$ cat config.mk
export PLATFORM = sky130hd
export DESIGN_NAME = pipe_stage_reg
export DESIGN_NICKNAME = d
export VERILOG_FILES = /design/src/rtl/pipe_stage_reg_pkg.sv /design/src/rtl/pipe_stage_entry.sv /design/src/rtl/pipe_stage_reg.sv
export SDC_FILE = /design/constraint.sdc
export NUM_CORES = 1
export LEC_CHECK = 0
export BUFFER_PORTS_ARGS = -buffer_cell sky130_fd_sc_hd__buf_2
export CAP_MARGIN = 15
export CORE_ASPECT_RATIO = 1.5
export CORE_UTILIZATION = 39
export CTS_CLUSTER_DIAMETER = 200
export DETAILED_ROUTE_END_ITERATION = 16
export GPL_TIMING_DRIVEN = 0
export RECOVER_POWER = 100
export SLEW_MARGIN = 40
export SYNTH_ARGS = -nofsm -noshare
export SYNTH_HDL_FRONTEND = slang
export SYNTH_HIERARCHICAL = 1
export SYNTH_SLANG_ARGS = --single-unit
$ cat constraint.sdc
create_clock -name clk -period 2.3 [get_ports clk]
set_input_delay 0.46 -clock clk [delete_from_list [all_inputs] [get_ports clk]]
set_output_delay 0.46 -clock clk [all_outputs]
set_load 0.02 [all_outputs]
$ cat src/rtl/pipe_stage_reg_pkg.sv
// Shared definitions for the elastic pipeline-stage register: state
// encodings, the default 160-bit payload packing and the pc keep mask.
package pipe_pkg;

  typedef enum logic [1:0] {
    ST_EMPTY = 2'd0,
    ST_ONE   = 2'd1,
    ST_FULL  = 2'd2
  } st_e;

  localparam int WORD_W     = 32;
  localparam int PAYLOAD_W  = 5 * WORD_W;

  // Word offsets inside the default packed payload.
  localparam int INSTR_LSB  = 0;
  localparam int PC_LSB     = 32;
  localparam int EXT_LSB    = 64;
  localparam int ALU_LSB    = 96;
  localparam int DM_LSB     = 128;

  // Keeps only the pc word when a stage is flushed, so exception
  // reporting still sees the faulting pc.
  localparam logic [PAYLOAD_W-1:0] PC_KEEP_MASK =
    {{(PAYLOAD_W - PC_LSB - WORD_W){1'b0}}, {WORD_W{1'b1}}, {PC_LSB{1'b0}}};

  // Occupancy count of a state.
  function automatic logic [1:0] st_level(input st_e s);
    return 2'(s);
  endfunction

endpackage

$ cat src/rtl/pipe_stage_entry.sv
// One payload register with load enable and a masked clear used on flush.
module pipe_stage_entry #(
  parameter int                DATA_W    = 160,
  parameter logic [DATA_W-1:0] KEEP_MASK = '0
) (
  input  logic              clk,
  input  logic              rst,
  input  logic              load,
  input  logic              clear,
  input  logic [DATA_W-1:0] d,
  output logic [DATA_W-1:0] q
);

  logic [DATA_W-1:0] q_reg;
  logic [DATA_W-1:0] q_next;

  // Per-bit next value: clear keeps only the masked bits, load takes d.
  for (genvar gi = 0; gi < DATA_W; gi++) begin : g_bit
    assign q_next[gi] = clear ? (q_reg[gi] & KEEP_MASK[gi]) :
                        load  ? d[gi] : q_reg[gi];
  end

  // Payload register; reset clears everything including kept bits.
  always_ff @(posedge clk) begin
    if (rst) q_reg <= '0;
    else     q_reg <= q_next;
  end

  assign q = q_reg;

endmodule

$ cat src/rtl/pipe_stage_reg.sv
// Elastic pipeline-stage register: valid/ready handshake, optional
// two-entry skid buffer with registered in_ready, flush with kept bits.
module pipe_stage_reg
  import pipe_pkg::*;
#(
  parameter int                DATA_W    = 160,
  parameter bit                SKID      = 1'b1,
  parameter logic [DATA_W-1:0] KEEP_MASK = '0
) (
  input  logic              clk,
  input  logic              rst,
  input  logic              flush,
  input  logic              in_valid,
  output logic              in_ready,
  input  logic [DATA_W-1:0] in_data,
  output logic              out_valid,
  input  logic              out_ready,
  output logic [DATA_W-1:0] out_data,
  output logic [1:0]        level
);

  st_e st_reg;
  st_e st_next;

  logic              in_fire;
  logic              out_fire;
  logic              main_load;
  logic              main_from_skid;
  logic              skid_load;
  logic [DATA_W-1:0] main_d;
  logic [DATA_W-1:0] main_q;
  logic [DATA_W-1:0] skid_q;

  assign out_valid = (st_reg != ST_EMPTY);
  assign in_fire   = in_valid & in_ready;
  assign out_fire  = out_valid & out_ready;
  assign level     = st_level(st_reg);
  assign out_data  = main_q;
  assign main_d    = main_from_skid ? skid_q : in_data;

  if (SKID) begin : g_skid
    // Ready comes from the state register only, so a downstream stall
    // never ripples combinationally into the upstream stage.
    assign in_ready = (st_reg != ST_FULL);

    pipe_stage_entry #(
      .DATA_W   (DATA_W),
      .KEEP_MASK(KEEP_MASK)
    ) u_skid (
      .clk  (clk),
      .rst  (rst),
      .load (skid_load),
      .clear(flush),
      .d    (in_data),
      .q    (skid_q)
    );
  end else begin : g_noskid
    // Single entry: accept whenever the head leaves or is absent.
    assign in_ready = out_ready | ~out_valid;
    assign skid_q   = '0;
  end

  pipe_stage_entry #(
    .DATA_W   (DATA_W),
    .KEEP_MASK(KEEP_MASK)
  ) u_main (
    .clk  (clk),
    .rst  (rst),
    .load (main_load),
    .clear(flush),
    .d    (main_d),
    .q    (main_q)
  );

  // State register.
  always_ff @(posedge clk) begin
    if (rst) st_reg <= ST_EMPTY;
    else     st_reg <= st_next;
  end

  // Next state and payload load controls; flush overrides the handshake.
  always_comb begin
    st_next        = st_reg;
    main_load      = 1'b0;
    main_from_skid = 1'b0;
    skid_load      = 1'b0;
    case (st_reg)
      ST_EMPTY: begin
        if (in_fire) begin
          st_next   = ST_ONE;
          main_load = 1'b1;
        end
      end
      ST_ONE: begin
        if (in_fire && out_fire) begin
          main_load = 1'b1;
        end else if (in_fire) begin
          st_next   = ST_FULL;
          skid_load = 1'b1;
        end else if (out_fire) begin
          st_next = ST_EMPTY;
        end
      end
      ST_FULL: begin
        if (out_fire) begin
          st_next        = ST_ONE;
          main_load      = 1'b1;
          main_from_skid = 1'b1;
        end
      end
      default: st_next = ST_EMPTY;
    endcase
    if (flush) begin
      st_next        = ST_EMPTY;
      main_load      = 1'b0;
      main_from_skid = 1'b0;
      skid_load      = 1'b0;
    end
  end

endmodule

==> Word-level counts from Yosys, hierarchy flattened <==
Cells that the tools add are included.
{ "word_totals": {"input_bits": 165, "ram_bits": 0, "word_cells": 34, "rom_bits": 0, "regBits": 322, "out_inout_bits": 164, "mem_count": 0, "latchBits": 0} }
{ "classes": {"eq_ne": 7, "bitwise_logic": 2, "n_div": 0, "n_mul": 0, "reduce_logical": 5, "shift": 0, "n_mux": 17, "n_lt_le_gt_ge": 0, "n_addsub": 0} }
{ "ops": {"columns": ["operator", "count"], "rows": [
  ["2-to-1 mux 160 bit", 1],
  ["2-to-1 mux 2 bit", 5],
  ["2-to-1 mux 1 bit", 9],
  ["!= test 2 bit, second input constant", 4],
  ["case mux 2 bit (3 select lines)", 1],
  ["AND reduction 4 bit", 1],
  ["!= test 3 bit, second input constant", 1],
  ["case mux 1 bit (3 select lines)", 1],
  ["AND 1 bit", 2],
  ["equality test 2 x 1 -> 1 bit, second input constant", 1],
  ["equality test 2 bit, second input constant", 1],
  ["logical NOT 2 bit", 1],
  ["nonzero test 2 bit", 1],
  ["OR reduction 2 bit", 1],
  ["logical AND 1 bit", 1]
]} }

==> Depth between registers and ports, before layout <==
{ "logic_depth": {"ltp_word": 6, "depth_mapped": 8, "depth_no_buf": 5} }

==> Modules after synthesis <==
Netlist, hierarchy kept.
{ "modules_own_cells": {"columns": ["module", "area_per_inst_um2", "seq_area_each_um2", "instances", "cells_each"], "rows": [
  ["pipe_stage_entry", 5690.5, 3203.1, 2, 517],
  ["pipe_stage_reg", 2082.0, 40.0, 1, 192]
]} }

==> Least setup slack after synthesis <==
No wires, ideal clock.
{ "synth_path": {"path_type": "register to register", "start": "register st_reg[1], in the netlist level[1]", "end": "register u_main.q_reg[157], in the netlist u_main/q[157]", "setup_slack_ns": 0.228, "period_less_slack_ns": 2.072, "arrival_ns": 1.944, "n_path_buf": 2, "stages_incl_launch_ff": 8, "setup_ns": 0.128, "cell_sequence": "dfxtp_1 nand2b_1 nor3b_2 buf_4 buf_6 mux2_1 mux2i_1 nor2_1"} }
{ "synth_between": {"elab_chain_len": 6, "elab_cells_between_ends": 16} }
{ "synth_lines": {"columns": ["item", "line", "text"], "rows": [
  ["from (decl)", "pipe_stage_reg.sv:22", "st_e st_reg;"],
  ["from (signal assigned)", "pipe_stage_reg.sv:78", "else st_reg <= st_next;"],
  ["!= test 2 bit (*)", "pipe_stage_reg.sv:44", "assign in_ready = (st_reg != ST_FULL);"],
  ["net in_ready", "pipe_stage_reg.sv:14", "output logic in_ready,"],
  ["AND 1 bit (*)", "pipe_stage_reg.sv:35", "assign in_fire = in_valid & in_ready;"],
  ["logical AND 1 bit", "pipe_stage_reg.sv:95", "if (in_fire && out_fire) begin"],
  ["2-to-1 mux 1 bit", "pipe_stage_reg.sv:95", null],
  ["case mux 1 bit (3 select lines) (*)", "pipe_stage_reg.sv:87", "case (st_reg)"],
  ["2-to-1 mux 1 bit (*)", "pipe_stage_reg.sv:113", "if (flush) begin"],
  ["to (signal assigned)", "pipe_stage_entry.sv:26", "else q_reg <= q_next;"],
  ["to (decl)", "pipe_stage_entry.sv:14", "logic [DATA_W-1:0] q_reg;"]
]} }
The timed path passes the listed nets; every way through them passes the cells marked *.
A chain may end at the register's enable or synchronous reset.

==> Worst setup path after layout <==
{ "layout_path": {"start": "register st_reg[1], in the netlist level[1]", "end": "register u_main.q_reg[157], in the netlist u_main/q[157]"} }
{ "layout_between": {"elab_chain_len": 6, "elab_cells_between_ends": 16} }
{ "layout_lines": {"columns": ["item", "line", "text"], "rows": [
  ["nonzero test 2 bit", "pipe_stage_reg.sv:34", "assign out_valid = (st_reg != ST_EMPTY);"],
  ["AND 1 bit", "pipe_stage_reg.sv:36", "assign out_fire = out_valid & out_ready;"],
  ["2-to-1 mux 1 bit", "pipe_stage_reg.sv:105", "if (out_fire) begin"],
  ["2-to-1 mux 1 bit (*)", "pipe_stage_reg.sv:87", null],
  ["2-to-1 mux 1 bit (*)", "pipe_stage_reg.sv:113", null],
  ["2-to-1 mux 160 bit (*)", "pipe_stage_reg.sv:39", "assign main_d = main_from_skid ? skid_q : in_data;"],
  ["net main_d[157]", "pipe_stage_reg.sv:30", "logic [DATA_W-1:0] main_d;"]
]} }
Marked as above.

==> results.sh <==
export IMPL_tns_ns=0
export IMPL_grt_pass1_vias=9816
export IMPL_dieArea_sq_um=35300
export IMPL_slowest_delay_ns=0.44
export IMPL_fin_util_pct=48.4
export IMPL_synthCells=1226
export IMPL_initial_core_util_pct=39.5
export IMPL_synth_area_leaders="dfxtp_1, mux2i_1, nor2_1, mux2_1, mux2_2"
export IMPL_power_mw=12.0
export IMPL_syn_num_nets=1391
export IMPL_drtIter0Drc=329
export IMPL_track_usage_pct=18.8
export IMPL_p_leak_nw=6.05
export IMPL_antenna_found_initial=6
export IMPL_grt_max_degree=14
export IMPL_max_clock_freq_mhz=470
export IMPL_root_buffer="clkbuf_16"
export IMPL_final_min_clock_period_ns=2.13
export IMPL_slowest_stage="dfxtp_1"
export IMPL_avgViaCountPerCell=4.78
export IMPL_syn_area_sq_um=13500
export IMPL_die_x_um=154
export IMPL_power_per_cell_area_nw_per_um2=724
export IMPL_cts_buffers=34
export IMPL_hold_path_class="input pin to register"
export IMPL_clkSinkCount=322
export IMPL_area_delta_synth_final_pct=22.6
export IMPL_hold_violations=0
export IMPL_ant_nets=0
export IMPL_totalWireLength_um=33700
export IMPL_slew_violations=0
export IMPL_drc=0
export IMPL_ctsHtreeMaxLevel=2
export IMPL_worst_pin_slew_ns=0.750
export IMPL_ff_latch_area_sq_um=6450
export IMPL_synth_seq_cells=322
export IMPL_via_count=9762
export IMPL_finalClockSkew_ns=0.00883
export IMPL_coreArea_sq_um=34100
export IMPL_grt_remaining_overflow=0
export IMPL_cts_tree="yes"
export IMPL_yosys_area_top_type="dfxtp_1"
export IMPL_dp_hpwl_um=24600
export IMPL_fillers=3345
export IMPL_synth_top_area_share_pct=47.9
export IMPL_die_h_um=230
export IMPL_critPathArrivalTime_ns=2.50
export IMPL_ctsLongestPathBuffers=3
export IMPL_routedWlPerCell_um=16.5
export IMPL_critPathMaxFanout=10
export IMPL_syn_area_per_cell_sq_um=11.0
export IMPL_outcome="completed"
export IMPL_io_buffer_count=328
export IMPL_vdd_drop_max_mv=0.591
export IMPL_yosysUniqueCellTypes=21
export IMPL_fin_crit_sh_pct=92.6
export IMPL_ys_seq_area_share_pct=47.9
export IMPL_criticalPathCategory="register to register"
export IMPL_rows=83
export IMPL_clk_pin_slew_ns=0.06
export IMPL_cp_end_kind="register"
export IMPL_layout_nets=1756
export IMPL_grt_first_pass_wirelength_um=52500
export IMPL_first_pass_iters=4
export IMPL_gp_congestion=0.749
export IMPL_cp_cell_sequence="nand2b_1 > nor3b_4 > buf_4 > buf_6 > mux2_1 > mux2i_1 > nor2_1"
export IMPL_worstSkewPairLatency_ns=0.51
export IMPL_relSlewSlack_pct=50.0
export IMPL_multi_input_area_sq_um=6310
export IMPL_cts_hold_repair_buffers=0
export IMPL_yosysWarnings=6
export IMPL_rsz0062_at_grt="false"
export IMPL_critPathRequiredTime_ns=2.67
export IMPL_maxCapViolations=0
export IMPL_setup_violations_final=0
export IMPL_drive_above_1_share_pct=21.6
export IMPL_num_io_pins=329
export IMPL_worstSetupStartpointType="register"
[metal layers]
metal	track usage (%)	wire length [um]	vias up
li1	-	-	4892
met1	21.2	13800	4534
met2	33.4	16700	277
met3	5.53	2370	55
met4	6.47	830	4
met5	0	31	-
[critical path, delay by kind of cell, from the launching register on]
kind	cells	cell delay (ns)
flip-flops	1	0.44
AND/OR/NAND/NOR	3	0.53
multiplexers	2	0.48
buffers and inverters	2	0.54
[per-stage QoR]
stage	cell area (sq um)	worst slack (ns)	std cells	hold WS [ns]
final	16500	0.171	2041	0.165
after global placement	15600	-0.207	1979	0.466
after detailed placement	15600	-0.222	1979	0.474
after CTS	16700	0.153	2038	0.126
after floorplan	13500	0.228	1226	0.454
after global routing	16500	0.0192	2040	0.131
[path summary, 6_finish.rpt]
| check | endpoint | slack (ns) | depth (start not counted) | startpoint |
|---|---|---|---|---|
| worst max-delay path | u_main/q[157] | 0.17 | 7 | level[1] |
| worst min-delay path | level[0] | 0.16 | 2 | rst |
| worst min register to register | g_skid.u_skid/q[149] | 0.49 | 2 | g_skid.u_skid/q[149] |
| worst max register to register | u_main/q[157] | 0.17 | 7 | level[1] |
[area by class of cell]
cell class | instances | area share, %
clock inverters | 3 | 0.136
plain buffers | 89 | 4.13
clock buffers | 55 | 6.38
repair buffers | 329 | 8.75
flip-flops and latches | 322 | 39.1
diodes | 3 | 0.0455
multi-input cells | 815 | 38.3
well taps | 425 | 3.22
[cell families (layout without fill, tap and decap cells)]
logic type / after synthesis / count (layout) / synth area share, %
buffers and inverters: 89 / 476 / 5.26
multiplexers: 480 / 480 / 37.2
AO/OA/AOI/OAI: 4 / 4 / 0.223
other: 0 / 3 / 0
flip-flops: 322 / 322 / 47.9
AND/OR/NAND/NOR: 331 / 331 / 9.46
[where the power goes]
part | total, mW | switching [mW] | internal [mW] | leakage [nW]
registers | 5.69 | 0.0394 | 5.65 | 2.60
clock network | 5.31 | 2.18 | 3.13 | 0.525
logic | 0.956 | 0.521 | 0.435 | 2.93
total | 12.0 | 2.74 | 9.21 | 6.05
[cell usage after synthesis]
cell type / count
a2111oi_0: 1
a211oi_1: 1
a21oi_1: 1
buf_2: 20
buf_4: 21
buf_6: 36
clkbuf_1: 12
dfxtp_1: 322
mux2_1: 100
mux2_2: 60
mux2i_1: 320
nand2_1: 2
nand2b_1: 2
nand3b_1: 1
nor2_1: 320
nor2b_1: 1
nor3b_1: 1
nor3b_2: 1
o31a_1: 1
or2_1: 2
or2_2: 1
[layout by cell type (no fill, tap or decap), types with 2 or more instances in the layout]
cell type and n:
dfxtp_1 322, mux2i_1 320, nor2_1 320, clkbuf_1 189, buf_2 172, mux2_1 101
mux2_2 59, clkbuf_16 37, buf_6 36, clkbuf_2 21, buf_4 12, clkbuf_8 6
diode_2 3, nand2b_1 2, nand2_1 2, clkinv_4 2, or2_1 2
[repair_timing]
| action | in CTS | in global routing |
|---|---|---|
| buffers inserted | 1 | 0 |
| endpoints found under the setup margin | 100 | 0 |
| gates resized for setup | 1 | 0 |
No activity file was read; power rests on OpenSTA's default activity.
